### config.mk
export PLATFORM = sky130hd
export DESIGN_NAME = jtag_tap_target_flat
export DESIGN_NICKNAME = d
export VERILOG_FILES = /design/src/rtl/jtag_pkg.sv /design/src/rtl/jtag_tap_target_if.sv /design/src/rtl/jtag_sync.sv /design/src/rtl/jtag_tap_target.sv /design/src/flat_wrapper.sv
export SDC_FILE = /design/constraint.sdc
export NUM_CORES = 1
export LEC_CHECK = 0
export BUFFER_PORTS_ARGS = -buffer_cell sky130_fd_sc_hd__buf_2
export CORE_MARGIN = 1.5
export CORE_UTILIZATION = 23
export DETAILED_ROUTE_END_ITERATION = 6
export PLACE_DENSITY = 0.43
export SETUP_SLACK_MARGIN = 0.02
export SYNTH_ARGS = -nofsm -noshare
export SYNTH_HDL_FRONTEND = slang
export SYNTH_SLANG_ARGS = --single-unit
### constraint.sdc
create_clock -name clk -period 2.3 [get_ports clk]
set_input_delay 0.345 -clock clk [delete_from_list [all_inputs] [get_ports clk]]
set_output_delay 0.345 -clock clk [all_outputs]
set_load 0.005 [all_outputs]
### src/rtl/jtag_pkg.sv
// jtag_pkg: shared types and constants for the JTAG TAP target.
//   tap_state_t : 16 TAP states with IEEE 1149.1 encoding
//   OP_*        : instruction opcodes (IDCODE, USER, BYPASS)
//   USER_W      : USER data register width
//   tap_next()  : TAP next-state function
package jtag_pkg;

  typedef enum logic [3:0] {
    EXIT2_DR         = 4'h0,
    EXIT1_DR         = 4'h1,
    SHIFT_DR         = 4'h2,
    PAUSE_DR         = 4'h3,
    SELECT_IR        = 4'h4,
    UPDATE_DR        = 4'h5,
    CAPTURE_DR       = 4'h6,
    SELECT_DR        = 4'h7,
    EXIT2_IR         = 4'h8,
    EXIT1_IR         = 4'h9,
    SHIFT_IR         = 4'hA,
    PAUSE_IR         = 4'hB,
    RUN_IDLE         = 4'hC,
    UPDATE_IR        = 4'hD,
    CAPTURE_IR       = 4'hE,
    TEST_LOGIC_RESET = 4'hF
  } tap_state_t;

  typedef enum logic [1:0] {SEL_BYPASS, SEL_IDCODE, SEL_USER} dr_sel_t;

  localparam logic [3:0] OP_IDCODE = 4'h1;
  localparam logic [3:0] OP_USER   = 4'h2;
  localparam logic [3:0] OP_BYPASS = 4'hF;
  localparam int         USER_W    = 8;
  localparam int         IDCODE_W  = 32;

  function automatic tap_state_t tap_next(tap_state_t s, logic tms);
    case (s)
      TEST_LOGIC_RESET: return tms ? TEST_LOGIC_RESET : RUN_IDLE;
      RUN_IDLE:         return tms ? SELECT_DR : RUN_IDLE;
      SELECT_DR:        return tms ? SELECT_IR : CAPTURE_DR;
      SELECT_IR:        return tms ? TEST_LOGIC_RESET : CAPTURE_IR;
      CAPTURE_DR:       return tms ? EXIT1_DR : SHIFT_DR;
      SHIFT_DR:         return tms ? EXIT1_DR : SHIFT_DR;
      EXIT1_DR:         return tms ? UPDATE_DR : PAUSE_DR;
      PAUSE_DR:         return tms ? EXIT2_DR : PAUSE_DR;
      EXIT2_DR:         return tms ? UPDATE_DR : SHIFT_DR;
      UPDATE_DR:        return tms ? SELECT_DR : RUN_IDLE;
      CAPTURE_IR:       return tms ? EXIT1_IR : SHIFT_IR;
      SHIFT_IR:         return tms ? EXIT1_IR : SHIFT_IR;
      EXIT1_IR:         return tms ? UPDATE_IR : PAUSE_IR;
      PAUSE_IR:         return tms ? EXIT2_IR : PAUSE_IR;
      EXIT2_IR:         return tms ? UPDATE_IR : SHIFT_IR;
      UPDATE_IR:        return tms ? SELECT_DR : RUN_IDLE;
      default:          return TEST_LOGIC_RESET;
    endcase
  endfunction

endpackage

### src/rtl/jtag_tap_target_if.sv
// jtag_tap_target_if: JTAG pin bundle.
//   TCK/TMS/TDI : master -> target, asynchronous to the target clock
//   TDO/tdo_oe  : target -> master
interface jtag_tap_target_if;
  logic TCK;
  logic TMS;
  logic TDI;
  logic TDO;
  logic tdo_oe;

  modport master (output TCK, TMS, TDI, input  TDO, tdo_oe);
  modport slave  (input  TCK, TMS, TDI, output TDO, tdo_oe);
endinterface

### src/rtl/jtag_sync.sv
// jtag_sync: single-bit STAGES-flop synchronizer, cleared on reset.
//   clk, rst_n : system clock, async active-low reset
//   d          : asynchronous input
//   q          : synchronized output (STAGES clk latency)
module jtag_sync #(
  parameter int STAGES = 2
) (
  input  logic clk,
  input  logic rst_n,
  input  logic d,
  output logic q
);

  logic [STAGES-1:0] ff;

  always_ff @(posedge clk or negedge rst_n) begin
    if (!rst_n) begin
      ff <= '0;
    end else begin
      ff[0] <= d;
      for (int i = 1; i < STAGES; i++) ff[i] <= ff[i-1];
    end
  end

  assign q = ff[STAGES-1];

endmodule

### src/rtl/jtag_tap_target.sv
// jtag_tap_target: IEEE 1149.1 TAP target oversampled on the system clock.
//   clk, rst_n  : system clock, async active-low reset
//   jtag        : TCK/TMS/TDI in, TDO/tdo_oe out (tdo_oe high in Shift-IR/DR)
//   tap_state   : current TAP state (IEEE encoding)
//   user_dr     : last value committed to the 8-bit USER register
//   user_update : one-clk pulse when user_dr is written
// Instructions: IDCODE (32b), USER (8b), anything else BYPASS (1b).
module jtag_tap_target
  import jtag_pkg::*;
#(
  parameter int          IR_LEN      = 4,
  parameter logic [31:0] IDCODE_VAL  = 32'h1BADC0DF,
  parameter int          SYNC_STAGES = 2
) (
  input  logic              clk,
  input  logic              rst_n,
  jtag_tap_target_if.slave  jtag,
  output logic [3:0]        tap_state,
  output logic [USER_W-1:0] user_dr,
  output logic              user_update
);

  // pin synchronizers: lane 0 TCK, lane 1 TMS, lane 2 TDI
  logic [2:0] pin_raw, pin_s;
  assign pin_raw = {jtag.TDI, jtag.TMS, jtag.TCK};

  for (genvar g = 0; g < 3; g++) begin : g_sync
    jtag_sync #(.STAGES(SYNC_STAGES)) u_sync (
      .clk   (clk),
      .rst_n (rst_n),
      .d     (pin_raw[g]),
      .q     (pin_s[g])
    );
  end

  logic tck_s, tms_s, tdi_s;
  assign tck_s = pin_s[0];
  assign tms_s = pin_s[1];
  assign tdi_s = pin_s[2];

  // vld_pipe tracks when the synchronizer output holds a real pin sample
  // rather than its reset value. Edges are only accepted once TCK has been
  // genuinely seen low, so a TCK held high across reset release is not a rise.
  logic [SYNC_STAGES-1:0] vld_pipe;
  logic                   armed, tck_d;
  logic                   rise, fall;

  always_ff @(posedge clk or negedge rst_n) begin
    if (!rst_n) begin
      vld_pipe <= '0;
      armed    <= 1'b0;
      tck_d    <= 1'b0;
    end else begin
      vld_pipe[0] <= 1'b1;
      for (int i = 1; i < SYNC_STAGES; i++) vld_pipe[i] <= vld_pipe[i-1];
      armed <= armed | (vld_pipe[SYNC_STAGES-1] & ~tck_s);
      tck_d <= tck_s;
    end
  end

  assign rise = armed &  tck_s & ~tck_d;
  assign fall = armed & ~tck_s &  tck_d;

  tap_state_t          state;
  logic [IR_LEN-1:0]   ir, ir_sh;
  logic [IDCODE_W-1:0] id_sh;
  logic [USER_W-1:0]   usr_sh;
  logic                byp_sh, tdo_q;
  dr_sel_t             dr_sel;
  logic                dr_lsb;

  always_comb begin
    dr_sel = SEL_BYPASS;
    case (ir)
      IR_LEN'(OP_IDCODE): dr_sel = SEL_IDCODE;
      IR_LEN'(OP_USER):   dr_sel = SEL_USER;
      IR_LEN'(OP_BYPASS): dr_sel = SEL_BYPASS;
      default:            dr_sel = SEL_BYPASS;
    endcase
  end

  always_comb begin
    dr_lsb = byp_sh;
    case (dr_sel)
      SEL_IDCODE: dr_lsb = id_sh[0];
      SEL_USER:   dr_lsb = usr_sh[0];
      default:    dr_lsb = byp_sh;
    endcase
  end

  // Capture/shift act on TCK rise in the state being left; TDO and the
  // update actions act on TCK fall in the state just entered.
  always_ff @(posedge clk or negedge rst_n) begin
    if (!rst_n) begin
      state       <= TEST_LOGIC_RESET;
      ir          <= IR_LEN'(OP_IDCODE);
      ir_sh       <= '0;
      id_sh       <= '0;
      usr_sh      <= '0;
      byp_sh      <= 1'b0;
      user_dr     <= '0;
      user_update <= 1'b0;
      tdo_q       <= 1'b0;
    end else begin
      user_update <= 1'b0;
      if (rise) begin
        case (state)
          TEST_LOGIC_RESET: ir <= IR_LEN'(OP_IDCODE);
          CAPTURE_IR:       ir_sh <= IR_LEN'(1);  // {zeros, 2'b01}
          SHIFT_IR:         ir_sh <= {tdi_s, ir_sh[IR_LEN-1:1]};
          CAPTURE_DR: begin
            case (dr_sel)
              SEL_IDCODE: id_sh  <= IDCODE_VAL;
              SEL_USER:   usr_sh <= user_dr;
              default:    byp_sh <= 1'b0;
            endcase
          end
          SHIFT_DR: begin
            case (dr_sel)
              SEL_IDCODE: id_sh  <= {tdi_s, id_sh[IDCODE_W-1:1]};
              SEL_USER:   usr_sh <= {tdi_s, usr_sh[USER_W-1:1]};
              default:    byp_sh <= tdi_s;
            endcase
          end
          default: ;
        endcase
        state <= tap_next(state, tms_s);
      end
      if (fall) begin
        tdo_q <= 1'b0;
        case (state)
          SHIFT_IR:  tdo_q <= ir_sh[0];
          SHIFT_DR:  tdo_q <= dr_lsb;
          UPDATE_IR: ir <= ir_sh;
          UPDATE_DR: begin
            if (dr_sel == SEL_USER) begin
              user_dr     <= usr_sh;
              user_update <= 1'b1;
            end
          end
          default: ;
        endcase
      end
    end
  end

  assign tap_state   = state;
  assign jtag.TDO    = tdo_q;
  assign jtag.tdo_oe = (state == SHIFT_IR) || (state == SHIFT_DR);

endmodule

### src/flat_wrapper.sv
// flat-port wrapper written by rule: the top's interface ports become plain ports
module jtag_tap_target_flat import jtag_pkg::*;
#(
  parameter int          IR_LEN      = 4,
  parameter logic [31:0] IDCODE_VAL  = 32'h1BADC0DF,
  parameter int          SYNC_STAGES = 2
)
  (clk, rst_n, tap_state, user_dr, user_update, jtag_TCK, jtag_TMS, jtag_TDI, jtag_TDO, jtag_tdo_oe);
  jtag_tap_target_if jtag_i ();
  input  logic clk;
  input  logic rst_n;
  output logic [3:0] tap_state;
  output logic [USER_W-1:0] user_dr;
  output logic user_update;
  input wire logic [$bits(jtag_i.TCK)-1:0] jtag_TCK;
  input wire logic [$bits(jtag_i.TMS)-1:0] jtag_TMS;
  input wire logic [$bits(jtag_i.TDI)-1:0] jtag_TDI;
  output wire logic [$bits(jtag_i.TDO)-1:0] jtag_TDO;
  output wire logic [$bits(jtag_i.tdo_oe)-1:0] jtag_tdo_oe;
  assign jtag_i.TCK = jtag_TCK;
  assign jtag_i.TMS = jtag_TMS;
  assign jtag_i.TDI = jtag_TDI;
  assign jtag_TDO = jtag_i.TDO;
  assign jtag_tdo_oe = jtag_i.tdo_oe;
  jtag_tap_target #(.IR_LEN(IR_LEN), .IDCODE_VAL(IDCODE_VAL), .SYNC_STAGES(SYNC_STAGES)) u_core (.clk(clk), .rst_n(rst_n), .jtag(jtag_i), .tap_state(tap_state), .user_dr(user_dr), .user_update(user_update));
endmodule
==> out/qor.csv, run 1 <==
metric;value;unit
Syn Inst Count;303;
Clk pwr share;36.7;%
first-pass GRT wire length;11000;microns
number of instances on the worst hold path;1;
sequential area share after synthesis;59.2;%
Die ar.;14200;sq um
Post-CTS Setup Bufs;0;
Combinational Power Share;18.4;%
max-cap violations;0;
Mean Syn Cell Area;10.2;sq um
synth unique cells;39;
Final Max Slew Viols;0;
Setup WS pre-CTS;0.349;ns
Core Region;13200;sq um
Root Buffer;clkbuf_16;
dpl hpwl;4020;microns
number of synthesized flops with an enable pin;0;
number of global-route vias before repair;2114;
nature of the critical path endpoint;register;
status;completed;
Reg clk slew, reported paths;0.06;ns
routability cong.;0.732;
crit-path cells;inv_1 > nor4_1 > inv_1 > ha_1 > a211oi_1 > a21oi_1 > a32o_1;
Worst-Margin Slew;0.530;ns
Crit path top cell by count;inv_1;
Total GRT Usage;10.2;%
Pwr Density;1080;nW/um^2
Final setup viols;0;
Sw Pwr;1.20;mW
CTS buffer count;9;
Placed Area;3410;sq um
post-layout util;28.3;%
final global-route overflow total;0;
Net Sw Frac;29.9;%
Post-synth ARST share;100;%
CTS HTree Levels;3;
worst hold-check path type;in -> reg;
CTS Sinks;73;
Post-route DRC;0;
DR vias;2131;
RSZ-0062 raised after global routing;false;
top post-synthesis cells by area;dfrtp_1, nand2_1, o21ai_0;
flops & latches, synth;73;
Power Total;4.02;mW
synthesized area;3100;sq um
fin area;3730;sq um
post-cts sizing count;0;
Ys Warns;0;
Avg WL per Cell;12.7;microns
worst rel slew slack;64.7;%
x dimension of the die;119;microns
area leader, netlist;dfrtp_1;
worst setup margin;0.346;ns
initial core utilization;23.5;%
Hold Vio Cnt, Final;0;
Routed Antenna Nets;0;
Critical Path Slowest Stage Cell;dfstp_2;
minimum clock period;1.95;ns
port bufs;19;
most common cell in the netlist;dfrtp_1;
drt total wl;6440;microns
largest net degree at the start of global routing;41;
I/O pins;20;
top post-synthesis cells by count;dfrtp_1, nand2_1, o21ai_0;
maximum buffer depth of the clock tree;2;
share of the synthesized area in the top cell type;54.9;%
drt first pass iters;5;
maximum achievable frequency;0.512;GHz
Post-CTS Hold Buffers;1;
CP max FO;4;
iteration-0 DRC count of the detailed router;113;
antenna violations before repair;0;
R2R cell count;7;
area grow syn2layout;20.5;%
layout cells sized above 1;19.0;%
WP data arrival;2.18;ns
Worst Path Class, Setup;reg -> reg;
die height;119;microns
Register-to-Register Setup Slack;0.35;ns
Layout Nets;334;
clock skew;0.00613;ns
CTS tree;yes;
ANT cells;0;
Power Internal;2.82;mW
row count;42;
Worst IR Drop VDD;0.000353;V
delay of the slowest cell on the worst path;0.51;ns
Reg power frac;44.9;%
syn nets;310;
Pleak;1.68;nW
final worst-path cycle share;84.9;%
CP startpoint kind;register;
vias per cell;4.19;
Synth Flop Type;dfrtp_1;
CP required;2.53;ns
total negative setup slack;0;ns
Worst-Skew Late Latency;0.34;ns
kinds of logic after synthesis:
family	after synthesis	share of synthesized area, %
buffers and inverters	24	3.72
AND/OR/NAND/NOR	116	17.8
other	1	0.121
multiplexers	18	6.18
flip-flops	73	59.2
adder cells (fa/ha/maj)	2	0.808
AO/OA/AOI/OAI	69	12.2
power groups by stage:
stage,sequential (mW),clock [mW],combinational [mW]
final,1.81,1.48,0.740
after global routing,1.86,1.58,0.857
after CTS,1.81,1.53,0.755
after detailed placement,1.83,0,0.755
after global placement,1.82,0,0.737
after floorplan,1.72,0,0.600
registers in the layout (all words and copies together), names as in the netlist:
| register | flops |
|---|---|
| u_core.user_dr | 8 |
| u_core.jtag.TDO | 1 |
| u_core.ir_sh | 4 |
| u_core.ir | 4 |
| u_core.id_sh | 32 |
| u_core.tck_d | 1 |
| u_core.g_sync.u_sync.ff | 6 |
| u_core.vld_pipe | 2 |
| u_core.user_update | 1 |
| u_core.armed | 1 |
| u_core.usr_sh | 8 |
| u_core.tap_state | 4 |
| u_core.byp_sh | 1 |
path summary, 6_finish.rpt:
check,start,end
min reg2reg,u_core.vld_pipe[0]$_DFF_PN0_,u_core.vld_pipe[1]$_DFF_PN0_
max in group asynchronous,rst_n,u_core.ir[0]$_DFF_PN1_
max,u_core.ir[0]$_DFF_PN1_,u_core.jtag.TDO$_DFFE_PN0P_
min,jtag_TCK,u_core.g_sync[0].u_sync.ff[0]$_DFF_PN0_
max reg2reg,u_core.ir[0]$_DFF_PN1_,u_core.jtag.TDO$_DFFE_PN0P_
min in group asynchronous,rst_n,u_core.g_sync[0].u_sync.ff[1]$_DFF_PN0_
stage by stage:
step                hold WS, ns  std cells
floorplan                0.0494        303
global placement          0.333        491
detailed placement        0.336        491
CTS                      0.0909        508
global route             0.0899        508
finish                    0.106        508
layout make-up:
| cell class | instances | area, sq um |
|---|---|---|
| fillers | 1372 | 9460 |
| repair buffers | 29 | 188 |
| well taps | 176 | 220 |
| flip-flops and latches | 73 | 1830 |
| clock inverters | 6 | 82.6 |
| multi-input cells | 206 | 1150 |
| inverters | 8 | 30.0 |
| clock buffers | 10 | 229 |
routing by layer:
layer  part of all wire, %  GRT usage (%)  vias to the layer above  wire, microns
met1                    49           13.5                     1023           3170
met4                   2.0           5.65                        0            132
li1                      -              -                     1067              -
met2                    45           14.3                       30           2890
met3                   4.0           3.69                       11            258
met5                     0              0                        -              0
critical path, delay by kind of cell (launching register included):
family | cells | cell delay (ns)
AO/OA/AOI/OAI | 3 | 0.59
adder cells (fa/ha/maj) | 1 | 0.26
buffers and inverters | 2 | 0.14
flip-flops | 1 | 0.51
AND/OR/NAND/NOR | 1 | 0.34
cell usage in the layout, fill, tap and decap left out, types with 2 or more instances in the layout:
| master | instances |
|---|---|
| bufinv_16 | 2 |
| buf_4 | 9 |
| nand2_1 | 62 |
| nand2b_1 | 2 |
| ha_1 | 2 |
| o21ai_0 | 36 |
| clkinv_2 | 3 |
| dfstp_2 | 5 |
| mux2i_1 | 9 |
| dfrtp_1 | 68 |
| nand3_1 | 5 |
| nor3_1 | 2 |
| clkbuf_16 | 9 |
| mux2_2 | 9 |
| o21ai_1 | 15 |
| inv_1 | 8 |
| buf_2 | 18 |
| nor4_1 | 3 |
| nand3b_1 | 5 |
| a21oi_1 | 7 |
| nor2_1 | 27 |
| a22oi_1 | 3 |
| a21o_1 | 3 |
Power figures use the tool's default switching activity.
==> run 2: changes to the inputs <==
- clock period: 2.3 -> 1.85 ns (I/O delays scaled with it)
==> out/qor.csv, run 2 (synthesis results as in run 1) <==
metric;value;unit;change
status;completed;;unchanged
Final setup viols;0;;unchanged
layout cells sized above 1;24.6;%;was 19.0%
Total GRT Usage;10.3;%;was 10.2%
first-pass GRT wire length;11200;microns;was 11000 microns
fin area;4010;sq um;was 3730 sq um
Reg area;1830;sq um;unchanged
Crit path top cell by count;buf_4;;was inv_1
initial core utilization;23.5;%;unchanged
nature of the critical path endpoint;register;;unchanged
delay of the slowest cell on the worst path;0.42;ns;was 0.51 ns
DR vias;2241;;was 2131
CP max FO;3;;was 4
dpl hpwl;4300;microns;was 4020 microns
Final Max Slew Viols;0;;unchanged
vias per cell;4.30;;was 4.19
area used by multi-input combinational logic;1230;sq um;was 1150 sq um
maximum buffer depth of the clock tree;2;;unchanged
biggest regs;u_core.id_sh: 32 flops, u_core.user_dr: 8 flops, u_core.usr_sh: 8 flops;;unchanged
CP startpoint kind;register;;unchanged
Pleak;1.80;nW;was 1.68 nW
Worst-Skew Late Latency;0.34;ns;about the same
antenna violations before repair;0;;unchanged
drt total wl;6740;microns;was 6440 microns
Hold Vio Cnt, Final;0;;unchanged
drt first pass iters;4;;was 5
Power Total;5.48;mW;was 4.02 mW
Pwr Density;1370;nW/um^2;was 1080 nW/um^2
Post-route DRC;0;;unchanged
Routed Antenna Nets;0;;unchanged
final worst-path cycle share;97.3;%;was 84.9%
Avg WL per Cell;12.9;microns;was 12.7 microns
number of global-route vias before repair;2187;;was 2114
fillers;1372;;unchanged
CTS Sinks;73;;unchanged
total negative setup slack;0;ns;unchanged
Worst Path Class, Setup;reg -> reg;;unchanged
crit-path cells;nor2_1 > nand3_2 > buf_4 > ha_1 > buf_4 > a21oi_1 > a21o_1 > a32o_1;;was inv_1 > nor4_1 > inv_1 > ha_1 > a211oi_1 > a21oi_1 > a32o_1
Hold Path Origin;jtag_TCK;;unchanged
Reg clk slew, reported paths;0.06;ns;about the same
worst hold-check path type;in -> reg;;unchanged
largest net degree at the start of global routing;35;;was 41
CTS HTree Levels;3;;unchanged
clock skew;0.00695;ns;was 0.00613 ns
Critical Path Start;u_core.ir[2]$_DFF_PN0_;;was u_core.ir[0]$_DFF_PN1_
x dimension of the die;119;microns;unchanged
max-cap violations;0;;unchanged
number of flip-flops in the largest register;32;;unchanged
CP required;2.08;ns;was 2.53 ns
row count;42;;unchanged
area grow syn2layout;29.5;%;was 20.5%
r2r startpoint;u_core.ir[2]$_DFF_PN0_;;was u_core.ir[0]$_DFF_PN1_
minimum clock period;1.80;ns;was 1.95 ns
iteration-0 DRC count of the detailed router;123;;was 113
Placed Area;3500;sq um;was 3410 sq um
maximum achievable frequency;0.555;GHz;was 0.512 GHz
Core Region;13200;sq um;unchanged
Critical Path Slowest Stage Cell;dfrtp_1;;was dfstp_2
ANT cells;0;;unchanged
CTS tree;yes;;unchanged
routability cong.;0.748;;was 0.732
I/O pins;20;;unchanged
Worst IR Drop VDD;0.000516;V;was 0.000353 V
Biggest register;u_core.id_sh;;unchanged
CTS buffer count;9;;unchanged
port bufs;19;;unchanged
Layout Nets;347;;was 334
Root Buffer;clkbuf_16;;unchanged
WP data arrival;2.03;ns;was 2.18 ns
die height;119;microns;unchanged
RSZ-0062 raised after global routing;true;;was false
most frequent cells in the layout;dfrtp_1, nand2_1, o21ai_0;;unchanged
commonest non-fill, non-tap cell in the layout;dfrtp_1;;unchanged
Die ar.;14200;sq um;unchanged
final global-route overflow total;0;;unchanged
==> run 2: cell types whose count changed in the layout (fill, tap and decap cells not counted), sizes merged <==
cell / previous run / this run
bufinv: 2 / 3
buf: 28 / 41
clkinv: 3 / 1
clkbuf: 10 / 11
==> run 2: path summary, 6_finish.rpt <==
path                                                      endpoint  slack (ns)  cells past startpoint
max                                    u_core.jtag.TDO$_DFFE_PN0P_        0.05                      8
min                        u_core.g_sync[0].u_sync.ff[0]$_DFF_PN0_        0.04                      1
max reg2reg                            u_core.jtag.TDO$_DFFE_PN0P_        0.05                      8
min reg2reg                           u_core.vld_pipe[1]$_DFF_PN0_        0.35                      0
max in group asynchronous          u_core.tap_state[2]$_DFFE_PN1P_        0.81                      3
min in group asynchronous             u_core.vld_pipe[0]$_DFF_PN0_        0.40                      2
==> run 2: routing by layer <==
| layer | GRT usage [%] | vias up | wire length, microns |
|---|---|---|---|
| met5 | 0 | - | 0 |
| met4 | 5.57 | 0 | 177 |
| met3 | 3.78 | 14 | 318 |
| met2 | 15.2 | 47 | 3090 |
| met1 | 13.1 | 1073 | 3160 |
| li1 | - | 1107 | - |
==> run 2: through the flow <==
stage	hold WS [ns]	std cells	utilization, %	setup slack, ns
global placement	0.215	498	26.5	-0.124
CTS	0.0258	517	29.8	-0.00107
global route	0.0294	521	30.4	-0.0196
finish	0.0414	521	30.4	0.0496
floorplan	-0.0181	303	-	0.0510
detailed placement	0.214	498	26.5	-0.212
==> run 2: area by class of cell <==
| cell class | instances | area share (%) |
|---|---|---|
| sequential | 73 | 45.7 |
| multi-input combinational | 206 | 30.7 |
| timing repair buffer | 42 | 8.76 |
| clock buffer | 11 | 6.05 |
| tap | 176 | 5.49 |
| clock inverter | 5 | 2.56 |
| inverter | 8 | 0.749 |
==> run 2: timing repair <==
item / CTS / global route
resized for setup: 9 / 12
buffers inserted: 2 / 5
pin swaps: 3 / 8
setup endpoints to repair: 33 / 24
hold buffers: 1 / 0
endpoints found under the hold margin: 17 / 0
==> run 2: worst max-delay path: cells and delay by family, from the launching register on <==
| kind | cells | cell delay, ns |
|---|---|---|
| AOI/OAI and AO/OA | 3 | 0.45 |
| DFF | 1 | 0.42 |
| adders and majority gates | 1 | 0.30 |
| buffers and inverters | 2 | 0.27 |
| and+or+nand+nor | 2 | 0.26 |
==> run 2: power breakdown <==
group	total [mW]	switching (mW)	internal [mW]	leakage (nW)
clock network	2.03	0.681	1.35	0.166
registers	2.14	0.201	1.94	0.954
logic	1.31	0.738	0.570	0.681
==> run 3: changes to the inputs <==
- CELL_PAD_IN_SITES_DETAIL_PLACEMENT: default -> 1
- CELL_PAD_IN_SITES_GLOBAL_PLACEMENT: default -> 1
- PLACE_DENSITY: 0.43 -> 0.5
==> out/qor.csv, run 3 (synthesis results as in run 1) <==
metric;value;unit;change
Worst Path Class, Setup;reg -> reg;;unchanged
area grow syn2layout;25.6;%;was 29.5%
clock skew;0.00703;ns;was 0.00695 ns
fin area;3890;sq um;was 4010 sq um
WP data arrival;1.98;ns;was 2.03 ns
number of flip-flops in the largest register;32;;unchanged
RSZ-0062 raised after global routing;true;;unchanged
Post-route DRC;0;;unchanged
minimum clock period;1.76;ns;was 1.80 ns
dpl hpwl;4590;microns;was 4300 microns
final worst-path cycle share;95.0;%;was 97.3%
Avg WL per Cell;13.5;microns;was 12.9 microns
most frequent cells in the layout;dfrtp_1, nand2_1, o21ai_0;;unchanged
first-pass GRT wire length;12100;microns;was 11200 microns
worst hold-check path type;in -> reg;;unchanged
CTS Sinks;73;;unchanged
CP startpoint kind;register;;unchanged
Die ar.;14200;sq um;unchanged
Total GRT Usage;11.1;%;was 10.3%
die height;119;microns;unchanged
number of global-route vias before repair;2310;;was 2187
Worst IR Drop VDD;0.000434;V;was 0.000516 V
commonest non-fill, non-tap cell in the layout;dfrtp_1;;unchanged
routed wl met2;3060;microns;was 3090 microns
Metal-1 WL;3530;microns;was 3160 microns
Final Max Slew Viols;0;;unchanged
initial core utilization;23.5;%;unchanged
Core Region;13200;sq um;unchanged
Placed Area;3490;sq um;was 3500 sq um
top layer reached by signal wires;met4;;unchanged
CTS buffer count;9;;unchanged
CTS tree;yes;;unchanged
maximum buffer depth of the clock tree;2;;unchanged
drt total wl;6990;microns;was 6740 microns
Final setup viols;0;;unchanged
final global-route overflow total;0;;unchanged
Root Buffer;clkbuf_16;;unchanged
Hold Vio Cnt, Final;0;;unchanged
fillers;1467;;was 1372
row count;42;;unchanged
CP required;2.07;ns;was 2.08 ns
Routed Antenna Nets;0;;unchanged
max-cap violations;0;;unchanged
iteration-0 DRC count of the detailed router;54;;was 123
CTS HTree Levels;3;;unchanged
port bufs;19;;unchanged
hold_ws;0.0490;ns;was 0.0414 ns
status;completed;;unchanged
Biggest register;u_core.id_sh;;unchanged
R2R cell count;9;;was 8
number of instances on the worst hold path;1;;unchanged
met3 routed WL;200;microns;was 318 microns
vias per cell;4.29;;was 4.30
Reg clk slew, reported paths;0.05;ns;was 0.06 ns
drt first pass iters;4;;unchanged
biggest regs;u_core.id_sh: 32 flops, u_core.user_dr: 8 flops, u_core.usr_sh: 8 flops;;unchanged
Non-Filler Instances;519;;was 521
x dimension of the die;119;microns;unchanged
placed insts;497;;was 498
Power Total;5.10;mW;was 5.48 mW
antenna violations before repair;0;;unchanged
Layout Nets;345;;was 347
ANT cells;0;;unchanged
layout cells sized above 1;23.9;%;was 24.6%
DR vias;2227;;was 2241
I/O pins;20;;unchanged
routability cong.;0.707;;was 0.748
maximum achievable frequency;0.569;GHz;was 0.555 GHz
CP max FO;8;;was 3
Worst-Skew Late Latency;0.34;ns;about the same
Pleak;1.75;nW;was 1.80 nW
nature of the critical path endpoint;register;;unchanged
largest net degree at the start of global routing;44;;was 35
Pwr Density;1310;nW/um^2;was 1370 nW/um^2
## run 3: cell count changes in the layout (fill, tap and decap cells not counted), sizes merged
cell	before	now
bufinv	3	0
buf	41	39
clkinvlp	1	0
clkbuf	11	14
clkinv	1	2
## run 3: final timing paths
path | from | to | slack (ns)
worst max-delay path | u_core.ir[0]$_DFF_PN1_ | u_core.user_dr[1]$_DFFE_PN0P_ | 0.09
worst min-delay path | jtag_TCK | u_core.g_sync[0].u_sync.ff[0]$_DFF_PN0_ | 0.05
worst max register to register | u_core.ir[0]$_DFF_PN1_ | u_core.user_dr[1]$_DFFE_PN0P_ | 0.09
worst min register to register | u_core.g_sync[2].u_sync.ff[0]$_DFF_PN0_ | u_core.g_sync[2].u_sync.ff[1]$_DFF_PN0_ | 0.34
max in group asynchronous | rst_n | u_core.user_dr[5]$_DFFE_PN0P_ | 0.84
min in group asynchronous | rst_n | u_core.tck_d$_DFF_PN0_ | 0.44
## run 3: layer usage
metal	vias to the layer above	global-route usage, %
li1	1094	-
met1	1101	15.0
met2	21	15.9
met3	11	3.07
met4	0	6.55
met5	-	0
## run 3: repair_timing
item	CTS	global route
hold buffers	1	0
gates resized for setup	8	2
endpoints found under the setup margin	18	12
pin swaps	2	5
setup buffers	5	1
endpoints found under the hold margin	25	0
## run 3: worst max-delay path, stage by stage (launching register included)
cell and delay (ns):
dfstp_2 0.51, inv_1 0.05, nor4_2 0.14, buf_4 0.16
inv_2 0.04, ha_4 0.16, nand3b_1 0.13, nor3_4 0.06
buf_12 0.14, mux2_2 0.26
## run 3: stage by stage
step	TNS, ns	util [%]	worst slack, ns
2_1_floorplan	0	-	0.0510
3_3_place_gp	-0.399	26.5	-0.0474
3_5_place_dp	-1.08	26.5	-0.104
4_1_cts	0	29.4	0.0328
5_1_grt	-0.00289	29.5	-0.00220
6_report	0	29.5	0.0919
## run 3: where the power goes
group | internal [mW] | switching [mW]
clock network | 1.05 | 0.654
logic | 0.531 | 0.680
registers | 1.94 | 0.237
## run 3: final cells by class
| cell class | instances | area, sq um | share of cell area, % |
|---|---|---|---|
| multi-input cells | 206 | 1190 | 30.7 |
| clock inverters | 2 | 10.0 | 0.257 |
| inverters | 8 | 30.0 | 0.772 |
| repair buffers | 40 | 320 | 8.23 |
| well taps | 176 | 220 | 5.66 |
| clock buffers | 14 | 284 | 7.30 |
| flip-flops and latches | 73 | 1830 | 47.1 |
